File: src/rtl/jtframe_dwnld_sdram.sv
// Maps the byte-wide ioctl download stream onto SDRAM bank/word/mask writes,
// buffering bytes in a small FIFO and diverting the PROM region to prom_we.
module jtframe_dwnld_sdram #(
    parameter logic [26:0] HEADER     = 27'd0,
    parameter logic [26:0] BA1_START  = 27'h1FFFFFF,
    parameter logic [26:0] BA2_START  = 27'h1FFFFFF,
    parameter logic [26:0] BA3_START  = 27'h1FFFFFF,
    parameter logic [26:0] PROM_START = 27'h1FFFFFF,
    parameter bit          SWAB       = 1'b0,
    parameter int          FIFO_AW    = 2
) (
    input  logic        clk,
    input  logic        rst_n,
    input  logic        downloading,
    input  logic        ioctl_wr,
    input  logic [26:0] ioctl_addr,
    input  logic [7:0]  ioctl_dout,
    output logic [21:0] prog_addr,
    output logic [15:0] prog_data,
    output logic [1:0]  prog_mask,
    output logic [1:0]  prog_ba,
    output logic        prog_we,
    input  logic        prog_rdy,
    output logic        prom_we,
    output logic        dwnld_busy,
    output logic        fifo_ovf
);
    localparam int DEPTH = 2**FIFO_AW;

    typedef struct packed {
        logic        prom;
        logic [1:0]  ba;
        logic [21:0] addr;
        logic [1:0]  mask;
        logic [7:0]  data;
    } entry_t;

    typedef enum logic [1:0] {IDLE, WR, PROM} state_t;

    state_t             st, nxt;
    entry_t             mem [DEPTH];
    entry_t             din, head, src;
    logic [FIFO_AW-1:0] wr_ptr, rd_ptr;
    logic [FIFO_AW:0]   cnt;
    logic [26:0]        eff;
    logic [22:0]        off;
    logic [21:0]        poff;
    logic               accept, empty, full, take, pop, push, bypass, dl_q;

    assign accept = ioctl_wr && downloading && (ioctl_addr >= HEADER);
    assign empty  = (cnt == '0);
    assign full   = (cnt == DEPTH[FIFO_AW:0]);
    assign head   = mem[rd_ptr];

    always_comb begin
        eff      = ioctl_addr - HEADER;
        poff     = 22'(eff - PROM_START);
        din      = '0;
        if (eff >= BA3_START) begin
            din.ba = 2'd3;
            off    = 23'(eff - BA3_START);
        end else if (eff >= BA2_START) begin
            din.ba = 2'd2;
            off    = 23'(eff - BA2_START);
        end else if (eff >= BA1_START) begin
            din.ba = 2'd1;
            off    = 23'(eff - BA1_START);
        end else begin
            din.ba = 2'd0;
            off    = 23'(eff);
        end
        din.prom = (eff >= PROM_START);
        din.addr = din.prom ? poff : off[22:1];
        din.mask = (off[0] ^ SWAB) ? 2'b01 : 2'b10;
        din.data = ioctl_dout;
    end

    // An idle machine with an empty FIFO takes the incoming byte directly,
    // so the write request appears in the cycle right after the accept edge.
    assign src = empty ? din : head;

    always_comb begin
        nxt  = st;
        take = 1'b0;
        unique case (st)
            IDLE: if (!empty || accept) begin
                take = 1'b1;
                nxt  = src.prom ? PROM : WR;
            end
            WR:      if (prog_rdy) nxt = IDLE;
            default: nxt = IDLE;
        endcase
    end

    assign pop    = take && !empty;
    assign bypass = take && empty;
    assign push   = accept && !bypass && (!full || pop);

    always_ff @(posedge clk) begin
        if (push) mem[wr_ptr] <= din;
    end

    always_ff @(posedge clk or negedge rst_n) begin
        if (!rst_n) begin
            wr_ptr   <= '0;
            rd_ptr   <= '0;
            cnt      <= '0;
            dl_q     <= 1'b0;
            fifo_ovf <= 1'b0;
        end else begin
            if (push) wr_ptr <= wr_ptr + 1'b1;
            if (pop)  rd_ptr <= rd_ptr + 1'b1;
            if (push && !pop)      cnt <= cnt + 1'b1;
            else if (pop && !push) cnt <= cnt - 1'b1;
            dl_q <= downloading;
            if (downloading && !dl_q)       fifo_ovf <= 1'b0;
            if (accept && !bypass && !push) fifo_ovf <= 1'b1;
        end
    end

    always_ff @(posedge clk or negedge rst_n) begin
        if (!rst_n) begin
            st        <= IDLE;
            prog_we   <= 1'b0;
            prom_we   <= 1'b0;
            prog_addr <= '0;
            prog_data <= '0;
            prog_mask <= 2'b11;
            prog_ba   <= '0;
        end else begin
            st      <= nxt;
            prog_we <= (nxt == WR);
            prom_we <= (nxt == PROM);
            if (take) begin
                prog_addr <= src.addr;
                prog_data <= {src.data, src.data};
                prog_mask <= src.mask;
                prog_ba   <= src.ba;
            end
        end
    end

    // Gated by rst_n so busy drops together with the async reset.
    assign dwnld_busy = rst_n && (downloading || !empty || (st != IDLE));

endmodule

File: config.mk
export PLATFORM = sky130hd
export DESIGN_NAME = jtframe_dwnld_sdram
export DESIGN_NICKNAME = d
export VERILOG_FILES = /design/src/rtl/jtframe_dwnld_sdram.sv
export SDC_FILE = /design/constraint.sdc
export NUM_CORES = 1
export LEC_CHECK = 0
export BUFFER_PORTS_ARGS = -buffer_cell sky130_fd_sc_hd__buf_2
export CORE_MARGIN = 5
export CORE_UTILIZATION = 45
export DETAILED_ROUTE_END_ITERATION = 12
export GPL_TIMING_DRIVEN = 0
export PLACE_DENSITY = 0.67
export SLEW_MARGIN = 40
export SYNTH_ARGS = -nofsm -noshare
export SYNTH_HDL_FRONTEND = slang
export SYNTH_SLANG_ARGS = --single-unit
File: constraint.sdc
create_clock -name clk -period 3.22 [get_ports clk]
set_clock_uncertainty 0.15 [all_clocks]
set_input_delay 0.644 -clock clk [delete_from_list [all_inputs] [get_ports clk]]
set_output_delay 0.644 -clock clk [all_outputs]
set_load 0.005 [all_outputs]
* After elaboration in Yosys (flattened, before gate mapping)
Memory sizes are Yosys's and may differ from the RTL's.
Cells that the tools add are included.
** Operators by class
- Magnitude comparators :: 2
- Divide/modulo/power cells :: 0
- Bitwise gates (word level) :: 0
- Eq/ne operators :: 4
- Add/subtract/negate cells :: 5
- Shift-type cells :: 0
- Mux-type cells :: 17
- Multipliers :: 0
- Reduce and logical (&&, ||, !) cells :: 26
** Operator list (count)
- 2-to-1 mux 35 bit :: 1
- greater-or-equal comparator 27 x 1 -> 1 bit (second input constant) :: 1
- greater-or-equal comparator 27 x 25 -> 1 bit (second input constant) :: 1
- 2-to-1 mux 23 bit :: 1
- subtractor 23 bit (second input constant) :: 1
- 2-to-1 mux 22 bit :: 1
- logical AND 1 bit :: 11
- 2-to-1 mux 2 bit :: 5
- logical NOT 1 bit :: 6
- 2-to-1 mux 1 bit :: 6
- 2-to-1 mux 3 bit :: 2
- nonzero test 2 bit :: 3
- adder 2 x 1 -> 2 bit (second input constant) :: 2
- == test 2 x 1 -> 1 bit (second input constant) :: 2
- logical OR 1 bit :: 4
- case mux 2 bit (2 select lines) :: 1
- adder 3 x 1 -> 3 bit (second input constant) :: 1
- == test 3 bit (second input constant) :: 1
- logical NOT 3 bit :: 1
- subtractor 3 x 1 -> 3 bit (second input constant) :: 1
- == test 2 bit (second input constant) :: 1
- logical NOT 2 bit :: 1
** Storage, ports and cells
- Output and inout bits :: 46
- Input bits :: 40
- Logic and storage cells :: 67
- Memories kept :: 1
- Bits in latches :: 0
- Bits in registers :: 55
- ROM bits :: 0
- RAM bits :: 140
** Memories
- mem :: words 4, bits a word 35, read ports 1, clocked after memory_dff 0, wr ports 1, line 41 : entry_t mem [DEPTH];

* Logic depth before layout (Yosys ltp)
- Word-level depth :: 13
- Mapped depth :: 10
- Depth with buffers taken out :: 10

* Worst setup path before layout
No wires, ideal clock.
- Kind :: reg2reg
- Start point :: register st[1]
- End point :: memory mem[0][0] in the netlist's numbering (enable)
- Library setup time :: 0.393 ns
- Buffers on the path :: 0
- Required time :: 2.677 ns
- Clock period less this slack :: 2.568 ns
- Cell stages (with the launch flop) :: 6
- Slack :: 0.652 ns
- Arrival :: 2.025 ns
- Cells stage by stage :: dfrtp_1 or2_2 nand3_1 o21ai_0 nor2_1 and2_1
** On the way
- Longest elaborated chain between the ends :: 8
- Elaborated cells on any way between the ends :: 10
- Those cells by class :: mux (3); reduce/logical (7)
** RTL lines
- from (decl) :: line 40 : state_t st, nxt;
- from (signal assigned) :: line 131 : st <= nxt;
- logical NOT 2 bit (*) :: line 85 : unique case (st)
- 2-to-1 mux 1 bit (*) :: line 85
- logical AND 1 bit :: line 96 : assign bypass = take && empty;
- logical NOT 1 bit :: line 97 : assign push = accept && !bypass && (!full || pop);
- logical AND 1 bit :: line 97
- logical AND 1 bit (*) :: line 97
- named net push :: line 48 : logic accept, empty, full, take, pop, push, bypass, dl_q;
- 2-to-1 mux 1 bit (*) :: line 100 : if (push) mem[wr_ptr] <= din;
- 2-to-1 mux 1 bit (not written as such) (*) :: line 100
- to (decl) :: line 41
Mark *: on every way through the listed nets, which the timed path passes. The rest lies on a longest branch.

* Final worst setup path
- Start point :: register cnt[0]
- End point :: output dwnld_busy
** On the way
- Longest elaborated chain between the ends :: 5
** RTL lines
- from (decl) :: line 44 : logic [FIFO_AW:0] cnt;
- from (signal assigned) :: line 113 : if (push && !pop) cnt <= cnt + 1'b1;
- from (signal assigned) :: line 114 : else if (pop && !push) cnt <= cnt - 1'b1;
- logical NOT 3 bit :: line 51 : assign empty = (cnt == '0);
- logical NOT 1 bit :: line 144 : assign dwnld_busy = rst_n && (downloading || !empty || (st != IDLE));
- logical OR 1 bit (2 in a row) :: line 144
- logical AND 1 bit :: line 144
- to (decl) :: line 25 : output logic dwnld_busy,
No other way between the ends.

==> metrics <==
Synth Flop Type edfxtp_1; wire length on met3 947 µm; #FFs+latches synth 178; clock slew at reported path FFs about 0.06 ns; hold crit path type input port to asynchronous set/reset pin; die height around 140 µm; Min Hold Slack 0.121 ns; Worst Reg2Reg Path Length in Cells 7; Seq/Total Area, Yosys 0.666; CTS tree built; Cell Pwr Density 887 nW/µm²; Starting Density 0.460; Startpoint Class flip-flop; Synth cell types 45; max_cap viols 0; die width 141 µm; Max H-tree Level 4; switching share of power 0.316; GRT Util Overall 0.185; Fmax 0.329 GHz; largest net degree at the start of global routing 48; Tmin final between 3 and 4 ns; fin crit share 0.944; # fillers 1416; WS Path Type flip-flop to output pin; DP HPWL 11.5 mm; CP Max Fanout 10; first-pass GRT wire length 28.0 mm; PortBufs a little over 80; Syn Nets 566; critical path capture point type output pin; initial antenna violation count 0; Slew Viols, Final 0; Routed WL between 15 and 20 mm; RSZ-0062 raised after global routing false; I/O pin cnt 86; cells after synthesis 519; DR pass1 iterations 5; post-CTS setup buffer count 0; Rel. slew slack 0.506; Core Area 16700 µm²; asr flop ratio synth 0.258; gr ovfl total 0; routed vias/inst 5.65; max layer used met4; drt initial violations between 300 and 400; # diodes 0; Seq pwr share 0.405; CP Data Required Time approximately 2.4 ns; Max IR drop VDD 499 µV; Post-synth EDFFs 132; status finished, final reports clean; Layout area overhead 16.7%; CTS sink cnt between 150 and 200; TritonCTS Buffers 17; Static Leak 3.30 nW; Syn Area/Cell around 15 µm²; clock root buffer clkbuf_16; Int Pwr 0.00545 W; WL met1 7.89 mm; post-route ant nets 0; vias in the first global route between 5000 and 6000; Clock power frac 0.256; synthesized area 7690 µm²; Rows 47; layout cell share with drive strength beyond 1 0.291; Slew @ Worst Pin 0.741 ns; via count 4816; total negative slack 0 ns; endpoints failing setup 0; die area 19800 µm²; Placer Congestion 0.897; WL met2 8.47 mm; synth warn 0; drt drc 0; switching power 0.00251 W; clk buf depth 2; Skew-Pair Late Insertion Delay 0.42 ns; fin nets 667; Wirelength per Cell 20.6 µm; Arr. time, crit path 2.25 ns; final hold violations 0; Comb pwr share 0.339
[logic make-up (layout without fill, tap and decap cells)]
| group | count (synthesis) | in the layout | share of synthesized area |
|---|---|---|---|
| AO/OA/AOI/OAI | 83 | 83 | 0.0731 |
| XOR/XNOR | 24 | 24 | 0.0283 |
| adder cells (fa/ha/maj) | 7 | 7 | 0.0124 |
| buffers and inverters | 44 | 157 | 0.0288 |
| flip-flops | 178 | 178 | 0.666 |
| multiplexers | 36 | 36 | 0.101 |
| AND/OR/NAND/NOR | 147 | 147 | 0.0911 |
[layer usage]
| layer | track usage | up-vias |
|---|---|---|
| met5 | 0 | - |
| met4 | 0.0459 | 0 |
| met3 | 0.0437 | 17 |
| met2 | 0.289 | 162 |
| met1 | 0.266 | 2459 |
| li1 | - | 2178 |
[worst max-delay path: stages, from the launching register on]
cell and delay, ns:
dfrtp_1 0.45, or3_1 0.52, buf_4 0.24, buf_2 0.22, o31a_1 0.26, buf_2 0.13
[placed cells by master, fill, tap and decap left out, types with 3 or more instances in the layout]
master / Yosys / layout
a211o_1: 4 / 4
a21oi_1: 31 / 31
a21oi_2: 7 / 7
a221o_1: 12 / 12
a31oi_1: 9 / 9
and2_4: 0 / 4
and3_1: 19 / 19
and4_1: 4 / 4
buf_2: 8 / 91
buf_4: 9 / 11
bufinv_16: 0 / 3
clkbuf_1: 16 / 18
clkbuf_16: 0 / 17
clkinv_2: 1 / 4
clkinvlp_4: 0 / 3
dfrtp_1: 44 / 44
edfxtp_1: 132 / 132
ha_1: 6 / 6
inv_1: 6 / 6
mux4_2: 33 / 33
nand2_1: 34 / 34
nand3_1: 11 / 11
nand4_1: 8 / 8
nor2_1: 54 / 54
nor3_1: 3 / 3
o21ai_0: 9 / 9
xnor2_1: 9 / 9
xor2_1: 14 / 14
[final timing paths]
check	from	end	slack (ns)
max reg2reg	st[1]	cnt[1]	0.30
min reg2reg	st[1]	prog_we	0.31
max	cnt[0]	dwnld_busy	0.18
max in group asynchronous	rst_n	prog_addr[11]	2.31
min	rst_n	wr_ptr[1]	0.12
min in group clk	downloading	dl_q	0.23
[what timing repair did]
item,4_1_cts,5_1_grt
hold buffers,0,0
endpoints found under the setup margin,1,1
gates resized for setup,3,1
[synthesized netlist by cell type (4+ instances only)]
| library cell | number | area [µm²] |
|---|---|---|
| a31oi_1 | 9 | 56.3 |
| buf_2 | 8 | 40.0 |
| ha_1 | 6 | 75.1 |
| inv_1 | 6 | 22.5 |
| a21oi_1 | 31 | 155 |
| nand2_1 | 34 | 128 |
| and2_1 | 6 | 37.5 |
| nand3_1 | 11 | 55.1 |
| a21oi_2 | 7 | 61.3 |
| xnor2_1 | 9 | 78.8 |
| edfxtp_1 | 132 | 3960 |
| buf_4 | 9 | 67.6 |
| and3_1 | 19 | 119 |
| nand4_1 | 8 | 50.1 |
| and4_1 | 4 | 35.0 |
| a221o_1 | 12 | 120 |
| dfrtp_1 | 44 | 1100 |
| xor2_1 | 14 | 123 |
| a211o_1 | 4 | 35.0 |
| clkbuf_1 | 16 | 60.1 |
| o21ai_0 | 9 | 45.0 |
| nor2_1 | 54 | 203 |
| mux4_2 | 33 | 743 |
[cell type report]
class / instances / area (µm²) / share of cell area
flip-flops and latches: 178 / 5120 / 0.571
multi-input cells: 297 / 2360 / 0.263
clock buffers: 21 / 440 / 0.0491
repair buffers: 83 / 418 / 0.0466
well taps: 220 / 275 / 0.0307
plain buffers: 36 / 195 / 0.0218
clock inverters: 10 / 136 / 0.0152
inverters: 7 / 27.5 / 0.00307
[power by group through the flow]
stage                     Clock (W)  Combinational [W]  Sequential [W]
after global routing        0.00218            0.00297         0.00328
after detailed placement          0            0.00273         0.00327
after floorplan                   0            0.00177         0.00324
after CTS                   0.00206            0.00275         0.00323
final                       0.00204            0.00269         0.00323
after global placement            0            0.00264         0.00326
[sequential cells by signal, summed over array words and instances, names as in the netlist]
| register | count |
|---|---|
| prom_we | 1 |
| mem | 132 |
| wr_ptr | 2 |
| prog_addr | 22 |
| prog_ba | 1 |
| prog_we | 1 |
| rd_ptr | 2 |
| prog_mask | 2 |
| st | 2 |
| prog_data | 8 |
| dl_q | 1 |
| fifo_ovf | 1 |
| cnt | 3 |
[through the flow]
step	std cells	total power, W	worst slack, ns	cell area (µm²)	utilization
global placement	822	0.00589	-0.184	8380	0.502
floorplan	519	0.00501	0.652	7690	-
global route	852	0.00842	0.0526	8970	0.537
CTS	853	0.00804	0.0525	8970	0.537
detailed placement	822	0.00600	0.145	8390	0.502
finish	852	0.00796	0.180	8970	0.537
No activity file was read; power rests on OpenSTA's default activity.
